**config.mk**
```make
export PLATFORM = sky130hd
export DESIGN_NAME = modred_issue_ctrl
export DESIGN_NICKNAME = d
export VERILOG_FILES = /design/src/rtl/modred_issue_ctrl.sv
export SDC_FILE = /design/constraint.sdc
export NUM_CORES = 1
export LEC_CHECK = 0
export CAP_MARGIN = 20
export CORE_MARGIN = 2
export CORE_UTILIZATION = 45
export CTS_CLUSTER_SIZE = 20
export DETAILED_ROUTE_END_ITERATION = 10
export PLACE_DENSITY = 0.68
export SLEW_MARGIN = 10
export SYNTH_ARGS = -nofsm -noshare
export SYNTH_HDL_FRONTEND = slang
export SYNTH_SLANG_ARGS = --single-unit
```
**constraint.sdc**
```tcl
create_clock -name clk_i -period 77.3 [get_ports clk_i]
set_clock_uncertainty 0.1 [all_clocks]
set_input_delay 23.19 -clock clk_i [delete_from_list [all_inputs] [get_ports clk_i]]
set_output_delay 23.19 -clock clk_i [all_outputs]
set_load 0.005 [all_outputs]
```
**src/rtl/modred_issue_ctrl.sv**
```systemverilog
// -----------------------------------------------------------------------------
// modred_issue_ctrl
// Initiator-side controller for a serial shift-add modular reducer. Buffers
// incoming operands in a small FIFO, latches the modulus and its bit length,
// issues one reduction at a time (bypassing operands already below m) and
// returns x mod m in acceptance order on a valid/ready stream.
//
// Optional feature macro: MODRED_TIMEOUT_EN
//   When defined, a WAIT-state watchdog drops a job that gets no reducer
//   result within TIMEOUT_CYC cycles and raises err_o.
//
// Ports:
//   clk_i, rst_i              clock, synchronous active-high reset
//   cfg_we_i, cfg_m_i         modulus write (accepted only when idle and empty)
//   in_valid_i/in_ready_o     operand stream, in_x_i operand
//   red_start_o, red_x_o      start pulse and operand to the reducer
//   red_m_o, red_m_bl_o       latched modulus and ceil(log2(m))
//   red_valid_i, red_result_i reducer result (captured on rising edge of valid)
//   out_valid_o/out_ready_i   result stream, out_data_o = x mod m
//   busy_o                    FSM not idle or FIFO non-empty
//   err_o                     sticky error flag (cleared only by reset)
// -----------------------------------------------------------------------------
module modred_issue_ctrl #(
   parameter int unsigned XW          = 64,
   parameter int unsigned MW          = 32,
   parameter int unsigned FIFO_DEPTH  = 4,
   parameter int unsigned TIMEOUT_CYC = 256
) (
   input  logic          clk_i,
   input  logic          rst_i,
   input  logic          cfg_we_i,
   input  logic [MW-1:0] cfg_m_i,
   input  logic          in_valid_i,
   output logic          in_ready_o,
   input  logic [XW-1:0] in_x_i,
   output logic          red_start_o,
   output logic [XW-1:0] red_x_o,
   output logic [MW-1:0] red_m_o,
   output logic [MW-1:0] red_m_bl_o,
   input  logic          red_valid_i,
   input  logic [XW-1:0] red_result_i,
   output logic          out_valid_o,
   input  logic          out_ready_i,
   output logic [XW-1:0] out_data_o,
   output logic          busy_o,
   output logic          err_o
);

   localparam int unsigned AW = (FIFO_DEPTH > 1) ? $clog2(FIFO_DEPTH) : 1;
   localparam int unsigned CW = $clog2(FIFO_DEPTH + 1);

   typedef enum logic [1:0] {S_IDLE, S_ISSUE, S_WAIT, S_HOLD} state_t;

   state_t        state, state_d;
   logic [XW-1:0] mem [FIFO_DEPTH];
   logic [AW-1:0] wr_ptr, rd_ptr;
   logic [CW-1:0] count, count_d;
   logic [XW-1:0] head;
   logic [XW-1:0] x_reg, out_data;
   logic [MW-1:0] m_reg, m_bl;
   logic          m_valid;
   logic          push, pop, bypass, cap_en, timeout, timeout_hit;
   logic          cfg_ok, cfg_bad;
   logic          start_q, out_valid_q, in_ready_q, err_q, red_valid_q;

   // ceil(log2(v)) equals the bit length of (v - 1); v = 1 gives 0
   function automatic logic [MW-1:0] ceil_log2(input logic [MW-1:0] v);
      logic [MW-1:0] t;
      logic [MW-1:0] bl;
      t  = v - MW'(1);
      bl = '0;
      for (int i = 0; i < int'(MW); i++) begin
         if (t != '0) begin
            bl = bl + MW'(1);
            t  = t >> 1;
         end
      end
      return bl;
   endfunction

   assign head    = mem[rd_ptr];
   assign push    = in_valid_i && in_ready_q;
   assign count_d = count + CW'(push) - CW'(pop);
   assign cfg_ok  = cfg_we_i && (state == S_IDLE) && (count == '0) && (cfg_m_i != '0);
   assign cfg_bad = cfg_we_i && !cfg_ok;

`ifdef MODRED_TIMEOUT_EN
   localparam int unsigned TW = $clog2(TIMEOUT_CYC + 1);
   logic [TW-1:0] wait_cnt;

   // Counts cycles spent in WAIT; zero on the first WAIT cycle
   always_ff @(posedge clk_i) begin
      if (rst_i || state != S_WAIT) wait_cnt <= '0;
      else                          wait_cnt <= wait_cnt + TW'(1);
   end

   assign timeout_hit = (wait_cnt == TW'(TIMEOUT_CYC - 1));
`else
   logic unused_timeout;
   assign unused_timeout = (TIMEOUT_CYC == 0);
   assign timeout_hit    = 1'b0;
`endif

   // State register
   always_ff @(posedge clk_i) begin
      if (rst_i) state <= S_IDLE;
      else       state <= state_d;
   end

   // Next-state and datapath enables
   always_comb begin
      state_d = state;
      pop     = 1'b0;
      bypass  = 1'b0;
      cap_en  = 1'b0;
      timeout = 1'b0;
      case (state)
         S_IDLE: begin
            if (m_valid && count != '0) begin
               pop = 1'b1;
               // Operands already below m need no reduction
               if (head < XW'(m_reg)) begin
                  bypass  = 1'b1;
                  state_d = S_HOLD;
               end else begin
                  state_d = S_ISSUE;
               end
            end
         end
         S_ISSUE: state_d = S_WAIT;
         S_WAIT: begin
            // Rising edge only: a level left high by the previous job is ignored
            if (red_valid_i && !red_valid_q) begin
               cap_en  = 1'b1;
               state_d = S_HOLD;
            end else if (timeout_hit) begin
               timeout = 1'b1;
               state_d = S_IDLE;
            end
         end
         S_HOLD: begin
            if (out_ready_i) state_d = S_IDLE;
         end
         default: state_d = S_IDLE;
      endcase
   end

   // FIFO storage needs no reset; only pointers and count define occupancy
   always_ff @(posedge clk_i) begin
      if (push) mem[wr_ptr] <= in_x_i;
   end

   // Pointers, operand/result registers, config and flags
   always_ff @(posedge clk_i) begin
      if (rst_i) begin
         wr_ptr      <= '0;
         rd_ptr      <= '0;
         count       <= '0;
         in_ready_q  <= 1'b0;
         x_reg       <= '0;
         out_data    <= '0;
         m_reg       <= '0;
         m_bl        <= '0;
         m_valid     <= 1'b0;
         start_q     <= 1'b0;
         out_valid_q <= 1'b0;
         err_q       <= 1'b0;
         red_valid_q <= 1'b0;
      end else begin
         if (push) wr_ptr <= wr_ptr + AW'(1);
         if (pop) begin
            rd_ptr <= rd_ptr + AW'(1);
            x_reg  <= head;
         end
         count       <= count_d;
         // Registered copy of (count < FIFO_DEPTH); held low during reset
         in_ready_q  <= (count_d < CW'(FIFO_DEPTH));
         if (bypass)      out_data <= head;
         else if (cap_en) out_data <= red_result_i;
         start_q     <= (state_d == S_ISSUE);
         out_valid_q <= (state_d == S_HOLD);
         red_valid_q <= red_valid_i;
         if (cfg_ok) begin
            m_reg   <= cfg_m_i;
            m_bl    <= ceil_log2(cfg_m_i);
            m_valid <= 1'b1;
         end
         if (cfg_bad || timeout) err_q <= 1'b1;
      end
   end

   assign in_ready_o  = in_ready_q;
   assign red_start_o = start_q;
   assign red_x_o     = x_reg;
   assign red_m_o     = m_reg;
   assign red_m_bl_o  = m_bl;
   assign out_valid_o = out_valid_q;
   assign out_data_o  = out_data;
   assign busy_o      = (state != S_IDLE) || (count != '0);
   assign err_o       = err_q;

endmodule
```
==> metrics.yaml <==
min_path:
  hold_path_class: "reg2reg"
clocking:
  cts_tree: "built"
  cts-root-buf: "clkbuf_16"
  hold_buffers: 0
  clk_latency_ns: 0.61
  postCtsSetupBuffers: 0
  htree_levels: 2
  cts_buffers: 48
  clockBufferDepth: 3
  cts.sinks: 465
  cts-resized-gates: 0
  path_clk_slew_ns: 0.06
die:
  fp.dieW_um: 236
  io_pins: 363
  die_h_um: 236
  dieArea_mm2: 0.0558
  initial_utilization: 0.453
  design.core.area_mm2: 0.0536
  rows: 85
worst_setup_path:
  required_ns: 77.68
  worstPathMaxFanout: 11
  r2r_slack_ns: 70.98
  slowest_stage: "clkdlybuf4s50_1"
  r2r.worst_path.cells: 21
  cp.arrival_ns: 46.39
  crit_start: "cfg_m_i[0]"
  r2r_end: "out_data_o[14]$_SDFFE_PP0P_"
  critPathKind: "in2reg"
  critPathMaxStageDelay_ns: 0.56
  crit_top_cell: "ha_1"
  setup.worst_path.end: "red_m_bl_o[8]$_SDFFE_PP0P_"
  startpoint_type: "primary input"
  crit_path_end_kind: "flop"
logic_synthesis:
  synth_top_cell_by_area: "edfxtp_1"
  synth_edf_count: 256
  ys_seq_area_frac: 0.489
  synth_top_cell_area_share: 0.317
  synthCells: 2298
  synth-seq-cells: 465
  yosys_warnings: 0
  syn_nets: 2535
  synthDistinctLibCells: 109
  synth_most_common_cell: "nand2_1"
  syn_area_mm2: 0.0243
  ys_top_cells_by_area: "edfxtp_1 32%, dfxtp_1 17%, mux4_2 5.9%"
  synth-async-reset-ratio: 0
  ys.flop_type: "edfxtp_1"
  syn_area_per_cell_um2: 10.6
  ys_top_cells_by_count: "384 x nand2_1, 256 x edfxtp_1, 209 x a21oi_1, 209 x dfxtp_1, 103 x nor2_1"
sta:
  slew_viol_final: 0
  holdWs_ns: 0.353
  hold_violations: 0
  rsz0062_at_grt: "no"
  max_slew.worst_pin.slew_ns: 1.08
  max_slew_margin: 0.277
  fmax_mhz: 21.7
  finalCritPeriodShare: 0.595
  finalCriticalPeriod_ns: 46.02
  fin_tns_setup_ns: 0
  setup_viol: 0
cells_and_area:
  fin_nets: 2854
  drive_above_1_share: 0.100
  final_util: 0.564
  fillers: 4556
  area_growth_pct: 24.5
  stdcell_count: 3355
place:
  gp_congestion: 1.01
  dp_cells: 3263
  port_buffers: 362
  dp_hpwl_um: 54600
grt:
  grt_pass1_wl_um: 113000
  grtUsageTotal: 0.260
  antenna_found_initial: 7
  grt_start_max_net_pins: 96
  overflow: 0
  grt_pass1_vias: 19100
detailed_routing:
  wire_per_inst_um: 22.2
  firstDrtPassIters: 6
  via_per_inst: 5.81
  wl_um: 74500
  detailroute.via_count: 19500
  drt_iter0_drc: 1468
  ant_nets: 0
  post-route-drc-count: 0
run_status:
  status: "finished clean"
power:
  peakVddDrop_mv: 0.0206
  power_leakage_nw: 10.1
  p_total_w: 0.000712
  pwr_density_cell_mw_per_mm2: 23.6
job:
  drv_cap: 0
[layout make-up]
cell class	instances	area (um2)	share of cell area
clock buffer	63	1320	0.0436
sequential	465	11900	0.393
multi-input combinational	1653	11800	0.389
antenna	2	5.00	0.000166
clock inverter	27	367	0.0121
inverter	66	248	0.00820
tap	696	871	0.0288
timing repair buffer	383	3790	0.125
[cell usage in the layout (no fill, tap or decap), types with 48 or more instances in the layout]
cell type        count
nand2_1            384
nand3_1             78
clkdlybuf4s50_1    361
ha_1                70
inv_1               65
xnor2_1             80
clkbuf_16           48
nor2_1             102
edfxtp_1           256
dfxtp_1            207
mux4_2              64
a21oi_1            209
o21ai_0             49
[metrics by stage]
step	area (um2)	setup slack, ns
global placement	28500	31.85
detailed placement	28500	31.02
finish	30200	31.28
global route	30200	29.61
floorplan	24300	34.46
CTS	30200	31.62
[critical path, delay by kind of cell]
| kind | cells | cell delay, ns |
|---|---|---|
| fa+ha+maj | 29 | 9.38 |
| simple gates | 40 | 7.11 |
| compound gates | 25 | 4.23 |
| buf+inv | 5 | 0.96 |
| mux | 4 | 0.93 |
| xor+xnor | 3 | 0.55 |
[worst min path at each step]
stage	start	to	slack [ns]	cells past startpoint
3_3_place_gp	red_m_bl_o[0]$_SDFFE_PP0P_	red_m_bl_o[0]$_SDFFE_PP0P_	0.34	2
6_report	red_x_o[9]$_SDFFE_PP0P_	red_x_o[9]$_SDFFE_PP0P_	0.35	2
4_1_cts	red_x_o[47]$_SDFFE_PP0P_	red_x_o[47]$_SDFFE_PP0P_	0.35	2
2_1_floorplan	m_valid$_SDFFE_PP0P_	m_valid$_SDFFE_PP0P_	0.34	2
3_5_place_dp	red_m_bl_o[10]$_SDFFE_PP0P_	red_m_bl_o[10]$_SDFFE_PP0P_	0.35	1
5_1_grt	red_x_o[48]$_SDFFE_PP0P_	red_x_o[48]$_SDFFE_PP0P_	0.37	2
[registers in the layout, summed over array words and instances, names as in the netlist, named ones only]
signal / count
out_valid_o: 1
count: 3
rd_ptr: 2
m_valid: 1
err_o: 1
mem: 256
red_m_o: 32
red_x_o: 64
out_data_o: 64
red_start_o: 1
in_ready_o: 1
red_valid_q: 1
red_m_bl_o: 32
state: 2
wr_ptr: 2
[routing by layer]
layer | vias to the layer above | part of all wire | track usage
met5 | - | 0.00086 | 0
met4 | 10 | 0.025 | 0.0735
met3 | 132 | 0.071 | 0.0525
met2 | 690 | 0.49 | 0.442
met1 | 9581 | 0.42 | 0.336
li1 | 9079 | - | -
[report_power, final]
part	internal [W]	switching, W	total [W]
registers	0.000286	0.0000160	0.000302
clock network	0.000142	0.000101	0.000243
logic	0.0000748	0.0000925	0.000167
total	0.000503	0.000209	0.000712
[kinds of logic (layout without fill, tap and decap cells)]
| family | Yosys count | count (layout) | share of synthesized area |
|---|---|---|---|
| XOR/XNOR | 163 | 163 | 0.0754 |
| other | 0 | 2 | 0 |
| AO/OA/AOI/OAI | 434 | 434 | 0.114 |
| flip-flops | 465 | 465 | 0.489 |
| AND/OR/NAND/NOR | 899 | 899 | 0.187 |
| multiplexers | 85 | 85 | 0.0684 |
| buffers and inverters | 180 | 539 | 0.0286 |
| adder cells (fa/ha/maj) | 72 | 72 | 0.0373 |
No activity file was read; power rests on OpenSTA's default activity.
